## src/rtl/sevenseg_scan_ctrl_if.sv

```systemverilog
// rtl/sevenseg_scan_ctrl_if.sv - host/display signal bundle for the seven-segment scan controller
interface sevenseg_scan_ctrl_if #(
    parameter int NUM_DIGITS = 4
);
    logic                    en;
    logic [4*NUM_DIGITS-1:0] value;
    logic [NUM_DIGITS-1:0]   dp_in;
    logic                    blank_lz;
    logic                    update;
    logic [NUM_DIGITS-1:0]   an;
    logic [6:0]              seg;
    logic                    dp;
    logic                    frame_done;

    modport master (
        output en, value, dp_in, blank_lz, update,
        input  an, seg, dp, frame_done
    );

    modport slave (
        input  en, value, dp_in, blank_lz, update,
        output an, seg, dp, frame_done
    );
endinterface

```

## src/rtl/sevenseg_scan_ctrl.sv

```systemverilog
// rtl/sevenseg_scan_ctrl.sv - multiplexed common-anode seven-segment scanner with double-buffered data
module sevenseg_scan_ctrl #(
    parameter int NUM_DIGITS   = 4,
    parameter int SLOT_CYCLES  = 131072,
    parameter int BLANK_CYCLES = 1024
) (
    input  logic                    clk,
    input  logic                    reset,
    sevenseg_scan_ctrl_if.slave     bus
);
    localparam int CNT_W = (SLOT_CYCLES > 1) ? $clog2(SLOT_CYCLES) : 1;
    localparam int IDX_W = (NUM_DIGITS > 1) ? $clog2(NUM_DIGITS) : 1;
    localparam int VAL_W = 4 * NUM_DIGITS;
    localparam logic [CNT_W-1:0] CNT_LAST  = CNT_W'(SLOT_CYCLES - 1);
    localparam logic [IDX_W-1:0] IDX_LAST  = IDX_W'(NUM_DIGITS - 1);
    localparam logic [CNT_W-1:0] CNT_BLANK = CNT_W'(BLANK_CYCLES);

    generate
        if (BLANK_CYCLES >= SLOT_CYCLES || SLOT_CYCLES < 2 || NUM_DIGITS < 1) begin : g_bad_params
            $error("sevenseg_scan_ctrl: need BLANK_CYCLES<SLOT_CYCLES, SLOT_CYCLES>=2, NUM_DIGITS>=1");
        end
    endgenerate

    typedef enum logic {ST_BLANK, ST_ON} state_t;

    logic [CNT_W-1:0]      cnt_q, cnt_n;
    logic [IDX_W-1:0]      idx_q, idx_n;
    state_t                state;
    logic                  frame_start;

    logic [VAL_W-1:0]      pd_val_q, sh_val_q, sh_val_n;
    logic [NUM_DIGITS-1:0] pd_dp_q, sh_dp_q, sh_dp_n;
    logic                  pd_lz_q, sh_lz_q, sh_lz_n;
    logic                  pending_q;

    logic [NUM_DIGITS-1:0] lz_dark;
    logic [NUM_DIGITS-1:0] an_n;
    logic [6:0]            seg_n;
    logic                  dp_n;

    function automatic logic [6:0] hex_to_seg(input logic [3:0] h);
        case (h)
            4'h0: hex_to_seg = 7'h40;  4'h1: hex_to_seg = 7'h79;
            4'h2: hex_to_seg = 7'h24;  4'h3: hex_to_seg = 7'h30;
            4'h4: hex_to_seg = 7'h19;  4'h5: hex_to_seg = 7'h12;
            4'h6: hex_to_seg = 7'h02;  4'h7: hex_to_seg = 7'h78;
            4'h8: hex_to_seg = 7'h00;  4'h9: hex_to_seg = 7'h10;
            4'hA: hex_to_seg = 7'h08;  4'hB: hex_to_seg = 7'h03;
            4'hC: hex_to_seg = 7'h46;  4'hD: hex_to_seg = 7'h21;
            4'hE: hex_to_seg = 7'h06;  default: hex_to_seg = 7'h0E;
        endcase
    endfunction

    // state register: slot counter and digit index
    always_ff @(posedge clk or posedge reset) begin
        if (reset) begin
            cnt_q <= '0;
            idx_q <= '0;
        end else begin
            cnt_q <= cnt_n;
            idx_q <= idx_n;
        end
    end

    // next-state logic; the slot phase is a pure function of cnt
    always_comb begin
        frame_start = bus.en && (cnt_q == '0) && (idx_q == '0);
        state       = (!bus.en || cnt_q < CNT_BLANK) ? ST_BLANK : ST_ON;
        cnt_n       = '0;
        idx_n       = '0;
        if (bus.en) begin
            cnt_n = (cnt_q == CNT_LAST) ? '0 : cnt_q + 1'b1;
            idx_n = idx_q;
            if (cnt_q == CNT_LAST)
                idx_n = (idx_q == IDX_LAST) ? '0 : idx_q + 1'b1;
        end
    end

    // shadow contents in effect from this cycle's edge onwards
    always_comb begin
        sh_val_n = sh_val_q;
        sh_dp_n  = sh_dp_q;
        sh_lz_n  = sh_lz_q;
        if (frame_start) begin
            if (bus.update) begin
                sh_val_n = bus.value;
                sh_dp_n  = bus.dp_in;
                sh_lz_n  = bus.blank_lz;
            end else if (pending_q) begin
                sh_val_n = pd_val_q;
                sh_dp_n  = pd_dp_q;
                sh_lz_n  = pd_lz_q;
            end
        end
    end

    always_ff @(posedge clk or posedge reset) begin
        if (reset) begin
            pd_val_q  <= '0;
            pd_dp_q   <= '0;
            pd_lz_q   <= 1'b0;
            pending_q <= 1'b0;
            sh_val_q  <= '0;
            sh_dp_q   <= '0;
            sh_lz_q   <= 1'b0;
        end else begin
            sh_val_q <= sh_val_n;
            sh_dp_q  <= sh_dp_n;
            sh_lz_q  <= sh_lz_n;
            if (frame_start) begin
                pending_q <= 1'b0;
            end else if (bus.update) begin
                pd_val_q  <= bus.value;
                pd_dp_q   <= bus.dp_in;
                pd_lz_q   <= bus.blank_lz;
                pending_q <= 1'b1;
            end
        end
    end

    // a digit is dark when it and every digit above it are zero; digit 0 never is
    always_comb begin
        logic all_zero;
        all_zero = 1'b1;
        lz_dark  = '0;
        for (int i = NUM_DIGITS - 1; i >= 0; i--) begin
            all_zero   = all_zero && (sh_val_n[4*i +: 4] == 4'h0);
            lz_dark[i] = sh_lz_n && all_zero && (i != 0);
        end
    end

    // output logic
    always_comb begin
        an_n  = '1;
        seg_n = 7'h7F;
        dp_n  = 1'b1;
        if (state == ST_ON) begin
            an_n[idx_q] = 1'b0;
            seg_n       = lz_dark[idx_q] ? 7'h7F : hex_to_seg(sh_val_n[{idx_q, 2'b00} +: 4]);
            dp_n        = ~sh_dp_n[idx_q];
        end
    end

    always_ff @(posedge clk or posedge reset) begin
        if (reset) begin
            bus.an         <= '1;
            bus.seg        <= 7'h7F;
            bus.dp         <= 1'b1;
            bus.frame_done <= 1'b0;
        end else begin
            bus.an         <= an_n;
            bus.seg        <= seg_n;
            bus.dp         <= dp_n;
            bus.frame_done <= frame_start;
        end
    end
endmodule

```

## src/flat_wrapper.sv

```systemverilog
// flat-port wrapper written by rule: the top's interface ports become plain ports
module sevenseg_scan_ctrl_flat 
#(
    parameter int NUM_DIGITS   = 4,
    parameter int SLOT_CYCLES  = 131072,
    parameter int BLANK_CYCLES = 1024
)
  (clk, reset, bus_en, bus_value, bus_dp_in, bus_blank_lz, bus_update, bus_an, bus_seg, bus_dp, bus_frame_done);
  sevenseg_scan_ctrl_if #(.NUM_DIGITS(NUM_DIGITS)) bus_i ();
  input  logic clk;
  input  logic reset;
  input wire logic [$bits(bus_i.en)-1:0] bus_en;
  input wire logic [$bits(bus_i.value)-1:0] bus_value;
  input wire logic [$bits(bus_i.dp_in)-1:0] bus_dp_in;
  input wire logic [$bits(bus_i.blank_lz)-1:0] bus_blank_lz;
  input wire logic [$bits(bus_i.update)-1:0] bus_update;
  output wire logic [$bits(bus_i.an)-1:0] bus_an;
  output wire logic [$bits(bus_i.seg)-1:0] bus_seg;
  output wire logic [$bits(bus_i.dp)-1:0] bus_dp;
  output wire logic [$bits(bus_i.frame_done)-1:0] bus_frame_done;
  assign bus_i.en = bus_en;
  assign bus_i.value = bus_value;
  assign bus_i.dp_in = bus_dp_in;
  assign bus_i.blank_lz = bus_blank_lz;
  assign bus_i.update = bus_update;
  assign bus_an = bus_i.an;
  assign bus_seg = bus_i.seg;
  assign bus_dp = bus_i.dp;
  assign bus_frame_done = bus_i.frame_done;
  sevenseg_scan_ctrl #(.NUM_DIGITS(NUM_DIGITS), .SLOT_CYCLES(SLOT_CYCLES), .BLANK_CYCLES(BLANK_CYCLES)) u_core (.clk(clk), .reset(reset), .bus(bus_i));
endmodule
```

## config.mk

```make
export PLATFORM = sky130hd
export DESIGN_NAME = sevenseg_scan_ctrl_flat
export DESIGN_NICKNAME = d
export VERILOG_FILES = /design/src/rtl/sevenseg_scan_ctrl_if.sv /design/src/rtl/sevenseg_scan_ctrl.sv /design/src/flat_wrapper.sv
export SDC_FILE = /design/constraint.sdc
export NUM_CORES = 1
export LEC_CHECK = 0
export CORE_UTILIZATION = 55
export CTS_BUF_LIST = sky130_fd_sc_hd__clkbuf_16
export DETAILED_ROUTE_END_ITERATION = 16
export PLACE_DENSITY = 0.82
export SLEW_MARGIN = 10
export SYNTH_ARGS = -nofsm -noshare
export SYNTH_HDL_FRONTEND = slang
export SYNTH_SLANG_ARGS = --single-unit
```

## constraint.sdc

```tcl
create_clock -name clk -period 4.4 [get_ports clk]
set_input_delay 0.88 -clock clk [delete_from_list [all_inputs] [get_ports clk]]
set_output_delay 0.88 -clock clk [all_outputs]
set_load 0.01 [all_outputs]
```

Yosys cells after proc, flatten, opt, wreduce, memory -nomap -nowiden
Memories as Yosys holds them, arrays and structs flattened. Index checks and enable logic that the tools add are counted. W data, S select, Z words.

Register bits: 75. ROM bits: 112. Input port bits: 25. Output and inout port bits: 13. Word-level logic and storage cells: 69. Memories: 1.

Add/sub/neg operators: 2. Order comparisons: 3. Equal/unequal tests: 3. Shift operators: 1. Multiplexer cells: 26. Bitwise logic cells: 3. Reduce and logical (&&, ||, !) cells: 17.

Memory list: (name not given) (words 16, bits a word 7, read ports 1, clocked after memory_dff 0, write ports 0, line sevenseg_scan_ctrl.sv:42) `case (h)`.

Operators by type and width (count): $mux W16 (3); $mux W17 (2); $add A17 B1 Y17 const B (1); $eq A17 B17 Y1 const B (1); $logic_not A17 Y1 (1); $lt A17 B11 Y1 const B (1); $mux W4 (4); $shiftx A16 B5 Y4 (1); $mux W7 (2); $logic_not A4 Y1 (3); $mux W1 (9); $logic_and A1 B1 Y1 (8); $mux W2 (3); $bmux W1 S2 (2); $not A4 Y4 (1); $lt A2 B3 Y1 const B (1); $add A2 B1 Y2 const B (1); $demux W1 S2 (1); $eq A2 B2 Y1 const B (1); $ge A2 B1 Y1 const B (1); $logic_not A2 Y1 (1); $ne A2 B1 Y1 const B (1); $not A1 Y1 (2); $reduce_and A2 Y1 (1); other kinds (3) (3).

Depth between registers and ports, before layout
Gate-level depths: netlist (run 1).

Depth in word-level cells: 12. Gate-level depth with buffers: 19. Gate-level depth less buffers: 15.

Worst setup path before layout (run 1)
Ideal clock, no wire load.

Path kind: flip-flop to flip-flop. Start point: reg u_core.idx_q[0]. End point: reg u_core.bus.seg[0]. Library setup time: 79 ps. Data arrival time: 3837 ps. Required time: 4321 ps. Path slack: 484 ps. Cell stages (with the launch flop): 16. Path buffers: 3. Clock period less this slack: 3916 ps. Cells stage by stage: dfrtp_1 clkbuf_1 clkinv_1 ha_1 nor4bb_1 nand4_1 or2_1 buf_6 buf_6 a221o_1 a2bb2o_4 a211oi_4 inv_1 ha_1 or4_1 a41o_1.

Elaborated cells between the ends (all ways): 18.

RTL lines: start, declared (line sevenseg_scan_ctrl.sv:27) `logic [IDX_W-1:0] idx_q, idx_n;`; start signal, assigned (line sevenseg_scan_ctrl.sv:61) `idx_q <= idx_n;`; $logic_not A2 Y1 (*) (line sevenseg_scan_ctrl.sv:67) `frame_start = bus.en && (cnt_q == '0) && (idx_q == '0);`; $logic_and A1 B1 Y1 (*) (line sevenseg_scan_ctrl.sv:67); $mux W16 (*) (line sevenseg_scan_ctrl.sv:84) `if (frame_start) begin`; net u_core.sh_val_n[4] (line sevenseg_scan_ctrl.sv:31) `logic [VAL_W-1:0] pd_val_q, sh_val_q, sh_val_n;`; parallel branches: the longest is 5 deep, another holds $mem_v2 Z16 W7; $mux W7 (*) (line sevenseg_scan_ctrl.sv:139) `seg_n = lz_dark[idx_q] ? 7'h7F : hex_to_seg(sh_val_n[{idx_q, 2'b00} +: 4]);`; $mux W7 (*) (line sevenseg_scan_ctrl.sv:137) `if (state == ST_ON) begin`; net u_core.seg_n[0] (line sevenseg_scan_ctrl.sv:38) `logic [6:0] seg_n;`; end signal, assigned (line sevenseg_scan_ctrl.sv:152) `bus.seg <= seg_n;`; end, declared (line sevenseg_scan_ctrl_if.sv:22) `output an, seg, dp, frame_done`.

Mark *: on every way through the listed nets, which the timed path passes. The select of a mux whose other input is x is not followed. A chain may end at the register's enable or synchronous reset.

Final worst setup path (run 1)
Start point: in bus_en. End point: reg u_core.bus.seg[0].

Longest elaborated chain between the ends: 11. Elaborated cells between the ends (all ways): 20.

RTL lines: start, declared (line flat_wrapper.sv:12) `input wire logic [$bits(bus_i.en)-1:0] bus_en;`; $logic_and A1 B1 Y1 (*) (2 in series) (line sevenseg_scan_ctrl.sv:67); $mux W16 (*) (line sevenseg_scan_ctrl.sv:84); net u_core.sh_val_n[9] (line sevenseg_scan_ctrl.sv:31); parallel branches: the longest is 6 deep, another holds $mem_v2 Z16 W7; $mux W7 (*) (line sevenseg_scan_ctrl.sv:139); $mux W7 (*) (line sevenseg_scan_ctrl.sv:137); net u_core.seg_n[0] (line sevenseg_scan_ctrl.sv:38).

Marks and branches as above.

==> flow_metrics.tcl, run 1 <==
set metrics [dict create \
    status "finished, final reports clean" \
    yosys.area.top_type "dfrtp_1" \
    worstSetupPathType "input port to register" \
    slowest_stage "mux4_2" \
    end_kind "register" \
    maxCapViolCount 0 \
    cts_max_path_buffers 2 \
    worst_slack_ns 0.410 \
    syn_to_final_growth_pct 21.9 \
    grt_usage_pct 26.2 \
    tightest_slew_ns 0.947 \
    grt_max_degree 76 \
    routed-via-count 3121 \
    placement_rows 30 \
    cts-buffers-inserted 9 \
    core-area_um2 6830 \
    post_cts_resized 0 \
    synth_top_area_share_pct 40.2 \
    crit_chain "clkdlybuf4s50_1 -> nor4bb_1 -> nand4_1 -> buf_4 -> nor2_1 -> buf_4 -> a221o_1 -> inv_1 -> mux4_2 -> ha_1 -> nor4b_1 -> a211oi_1 -> a41o_1" \
    cp.required_ns 4.67 \
    grt_pass1_wl_mm 14.9 \
    first_global_vias 2980 \
    critPathLaunchType "input port" \
    port_buffers 37 \
    yosys-top-cells-count "dfrtp_1, nand2_1, mux2_2, nor2_1, inv_1" \
    drive_gt1_share_pct 20.1 \
    hpwlAfterDp_mm 6.04 \
    drtAntennaViolNets 0 \
    clock-sinks 75 \
    maxSlewViolCount 0 \
    synth_edf_count 0 \
    drc 0 \
    synth_seq_cells 75 \
    cts_hold_buffers 0 \
    max_stage_delay_ns 0.53 \
    placed_cell_area_um2 4470 \
    crit_family "buffers and inverters" \
    async_reset_ff_share_pct 100 \
    drt_pass1_iterations 5 \
    clk_pin_slew_ns 0.06 \
    synth_seq_area_share_pct 48.2 \
    syn-mean-instance-area_um2 10.9 \
    max-slew-margin-rel_pct 36.8 \
    antenna_found_initial 0 \
    postCtsSetupBuffers 0 \
    p_per_area_nw_per_um2 474 \
    fin_crit_sh_pct 90.7 \
    period_minus_slack_ns 3.99 \
    clk_root_buffer_cell "clkbuf_16" \
    setup_tns_ns 0 \
    synth_flop_cell "dfrtp_1" \
    dieArea_um2 7480 \
    worst_ep_arrival_time_ns 4.26 \
    ys_warn_count 0 \
    design_area_um2 4780 \
    clock_skew_ns 0.00829 \
    grt_overflow 0 \
    setup_violations 0 \
    drt_iter0_markers 384 \
    avgViaCountPerCell 6.13 \
    p_leak_uw 0.00203 \
    ys_top_cells_by_area "dfrtp_1, dfstp_2, mux2_2, ha_1, a221o_1" \
    stdcell_count 509 \
    synthDistinctLibCells 55 \
    pre_cts_ws_ns 0.115 \
    cp_max_fo 17 \
    power_uw 2270 \
    crit_buf_inv 4 \
    insertion_delay_ns 0.34 \
    final_nets 444 \
    wire_per_inst_um 17.7 \
    dieHeight_um 86.5 \
    synth.most_common_cell "dfrtp_1" \
    syn_inst 361 \
    rsz0062_at_grt "false" \
    cts_tree "done" \
    fmax_mhz 251 \
    crit_top_cell "buf_4" \
    initial_core_util_pct 57.5 \
    die_w_um 86.5 \
    syn-num-nets 397 \
    dp_cells 493 \
    gp_congestion 1.02 \
    pin_count 38 \
    netlist_area_um2 3930 \
    htreeDepth 3 \
    vdd_ir_drop_max_uv 259 \
    hold_path_class "register to register" \
    wl_mm 8.99 \
    antenna_cells 0 \
    hold_violations 0 \
    fillers 489 \
]
==> kinds of logic after synthesis <==
kind of cell,Yosys count,share of synthesized area [%]
buffers and inverters,41,4.37
AO/OA/AOI/OAI,70,14.3
flip-flops,75,48.2
adder cells (fa/ha/maj),11,3.51
multiplexers,38,11.8
AND/OR/NAND/NOR,114,15.2
XOR/XNOR,12,2.68
==> cell type report <==
class | count | area [um^2] | area share, %
Sequential cell | 75 | 1890 | 39.5
Multi-Input combinational cell | 245 | 1860 | 38.9
Timing Repair Buffer | 56 | 513 | 10.7
Clock buffer | 9 | 225 | 4.71
Tap cell | 96 | 120 | 2.51
Clock inverter | 7 | 92.6 | 1.94
Inverter | 21 | 78.8 | 1.65
==> through the flow <==
step	hold slack [ns]	util [%]
CTS	0.481	70.0
floorplan	0.446	-
global route	0.507	70.0
finish	0.480	70.0
detailed placement	0.473	65.4
global placement	0.462	65.4
==> cells in the final DEF, fill, tap and decap left out, drive strengths merged, types with 4 or more instances in the layout <==
| cell type | count |
|---|---|
| dfrtp | 63 |
| clkdlybuf4s50 | 37 |
| nand2 | 32 |
| nor2 | 25 |
| mux2 | 25 |
| inv | 20 |
| buf | 19 |
| o21ai | 14 |
| nand3 | 13 |
| a221o | 13 |
| dfstp | 12 |
| ha | 11 |
| mux2i | 10 |
| o31ai | 9 |
| clkbuf | 9 |
| nor2b | 8 |
| xor2 | 8 |
| nand4 | 7 |
| a221oi | 7 |
| and3 | 6 |
| a31oi | 6 |
| a22oi | 5 |
| a21oi | 4 |
| xnor2 | 4 |
| nor4 | 4 |
| clkinv | 4 |
==> registers in the layout, indices dropped and copies added, names as in the netlist <==
signal and count:
u_core.pending_q 1, u_core.bus.an 4, u_core.sh_lz_q 1, u_core.bus.seg 7
u_core.cnt_q 17, u_core.sh_dp_q 4, u_core.bus.dp 1, u_core.pd_val_q 16
u_core.bus.frame_done 1, u_core.idx_q 2, u_core.pd_dp_q 4, u_core.sh_val_q 16
u_core.pd_lz_q 1
==> final timing paths <==
kind                                      to  slack, ns             start  depth (start not counted)
max in group asynchronous  u_core.sh_dp_q[3]       2.62             reset                          3
min reg2reg                  u_core.cnt_q[0]       0.48   u_core.cnt_q[0]                          1
min in group asynchronous  u_core.sh_dp_q[0]       1.14             reset                          3
max reg2reg                u_core.bus.seg[0]       0.68  u_core.cnt_q[12]                         11
max                        u_core.bus.seg[0]       0.41            bus_en                         13
min                          u_core.cnt_q[0]       0.48   u_core.cnt_q[0]                          1
==> where the power goes <==
part	internal, uW	switching [uW]	leakage, uW
clock network	494	290	0.000149
registers	809	78.2	0.000908
logic	275	323	0.000977
total	1580	691	0.00203
==> per-layer routing <==
layer	vias to the layer above	GRT usage, %	share of wire (%)	wire (um)
li1	1423	-	-	-
met1	1536	35.8	44	3960
met2	134	40.7	47	4230
met3	28	5.24	5.8	519
met4	0	11.4	3.1	277
met5	-	0	0	0
Note: power is estimated with default switching activity, not from simulation.
==> run 2: changes to the inputs <==
REMOVE_ABC_BUFFERS = 1   (was unset)
==> run 2 against run 1 <==
Final cell count rose by 0.39%. Non-clock buffer count rose by 2. Global-route usage up 0.48 points. Critical path type unchanged. Largest cell class unchanged. Largest power group unchanged. Highest routed layer unchanged.
==> flow_metrics.tcl, run 2 (synthesis gave the netlist of run 1 again) <==
set metrics [dict create \
    drive_gt1_share_pct 20.5 \
    largest_register "u_core.cnt_q" \
    placement_rows 30 \
    drt_iter0_markers 290 \
    setup_tns_ns 0 \
    routed-via-count 3080 \
    clock-sinks 75 \
    wl_mm 9.14 \
    post_cts_resized 0 \
    grt_max_degree 66 \
    dieArea_um2 7480 \
    hold_violations 0 \
    maxSlewViolCount 0 \
    hold_path_class "register to register" \
    cts_max_path_buffers 2 \
    p_leak_uw 0.00203 \
    fillers 493 \
    first_global_vias 3163 \
    final_common_cell "dfrtp_1" \
    tightest_slew_ns 0.818 \
    end_kind "register" \
    htreeDepth 3 \
    insertion_delay_ns 0.33 \
    p_per_area_nw_per_um2 461 \
    antenna_cells 0 \
    rsz0062_at_grt "false" \
    initial_core_util_pct 57.5 \
    critPathLaunchType "input port" \
    hpwlAfterDp_mm 6.22 \
    setup_violations 0 \
    worstSetupPathType "input port to register" \
    clk_root_buffer_cell "clkbuf_16" \
    pin_count 38 \
    cp_max_fo 12 \
    reg_top3 "u_core.cnt_q: 17 flops, u_core.pd_val_q: 16 flops, u_core.sh_val_q: 16 flops" \
    grt_usage_pct 26.6 \
    fmax_mhz 244 \
    worst_ep_arrival_time_ns 4.36 \
    avgViaCountPerCell 6.03 \
    grt_pass1_wl_mm 15.3 \
    placed_cell_area_um2 4480 \
    multi_input_area_um2 1860 \
    clock_skew_ns 0.00773 \
    dieHeight_um 86.5 \
    syn_to_final_growth_pct 21.7 \
    cp.required_ns 4.66 \
    vdd_ir_drop_max_uv 235 \
    die_w_um 86.5 \
    power_uw 2200 \
    final_cell_mix "dfrtp_1, clkdlybuf4s50_1, nand2_1, nor2_1, mux2_2" \
    clk_pin_slew_ns 0.06 \
    drc 0 \
    antenna_found_initial 0 \
    fin_crit_sh_pct 93.1 \
    cts_tree "done" \
    cts-buffers-inserted 9 \
    core-area_um2 6830 \
    drtAntennaViolNets 0 \
    design_area_um2 4780 \
    drt_pass1_iterations 5 \
    largest_reg_flops 17 \
    max-slew-margin-rel_pct 45.3 \
    postCtsSetupBuffers 0 \
    cts_hold_buffers 0 \
    status "finished, final reports clean" \
    maxCapViolCount 0 \
    port_buffers 37 \
    wire_per_inst_um 17.9 \
    final_nets 446 \
    fin_util_pct 69.9 \
    gp_congestion 0.890 \
    period_minus_slack_ns 4.09 \
    grt_overflow 0 \
    seq_area_um2 1890 \
]
==> run 2: area by class of cell <==
| type | instances | share of cell area [%] |
|---|---|---|
| clock buffers | 9 | 4.72 |
| well taps | 96 | 2.52 |
| multi-input cells | 245 | 39.0 |
| flip-flops and latches | 75 | 39.6 |
| inverters | 21 | 1.65 |
| repair buffers | 58 | 11.1 |
| clock inverters | 7 | 1.47 |
==> run 2: critical path, cell delays in order <==
cell and delay [ns]:
clkdlybuf4s50_1 0.45, nor4bb_1 0.14, nand4_1 0.11, or2_1 0.43, buf_4 0.23, inv_2 0.05
a32o_1 0.24, a221oi_1 0.35, mux4_2 0.39, inv_1 0.09, ha_1 0.24, or4_1 0.51
a41o_1 0.24
==> run 2: path summary, 6_finish.rpt <==
| check | start | endpoint | slack, ns | cells after the start |
|---|---|---|---|---|
| max in group asynchronous | reset | u_core.pending_q | 2.55 | 3 |
| worst min register to register | u_core.cnt_q[0] | u_core.cnt_q[0] | 0.49 | 1 |
| min in group asynchronous | reset | u_core.cnt_q[7] | 0.78 | 2 |
| worst min-delay path | u_core.cnt_q[0] | u_core.cnt_q[0] | 0.49 | 1 |
| worst max-delay path | bus_en | u_core.bus.seg[0] | 0.31 | 13 |
| worst max register to register | u_core.cnt_q[12] | u_core.bus.seg[0] | 0.62 | 14 |
==> run 2: metal layers <==
| layer | vias to the layer above | track usage [%] | share of wire [%] | routed length, um |
|---|---|---|---|---|
| met4 | 0 | 11.2 | 1.6 | 144 |
| met5 | - | 0 | 0 | 0 |
| met1 | 1534 | 33.7 | 42 | 3870 |
| met3 | 15 | 4.67 | 5.0 | 459 |
| met2 | 116 | 45.3 | 51 | 4660 |
| li1 | 1415 | - | - | - |
==> run 2: through the flow <==
stage | setup WS (ns) | hold slack [ns] | cells
after floorplan | 0.157 | 0.446 | 341
after global placement | 0.244 | 0.465 | 495
after detailed placement | 0.121 | 0.475 | 495
after CTS | 0.337 | 0.484 | 511
after global routing | 0.163 | 0.504 | 511
final | 0.306 | 0.489 | 511
==> run 2: where the power goes <==
part | leakage, uW | total (uW) | internal [uW] | switching, uW
combinational | 0.000987 | 597 | 277 | 320
sequential | 0.000908 | 882 | 809 | 72.9
clock | 0.000139 | 720 | 436 | 284
total | 0.00203 | 2200 | 1520 | 677
==> run 3: changes to the inputs <==
CTS_CLUSTER_DIAMETER = 100   (was unset)
GPL_ROUTABILITY_DRIVEN = 0   (was unset)
==> results of run 3 <==
No change in the layout: final DEF, timing and power equal those of run 2.
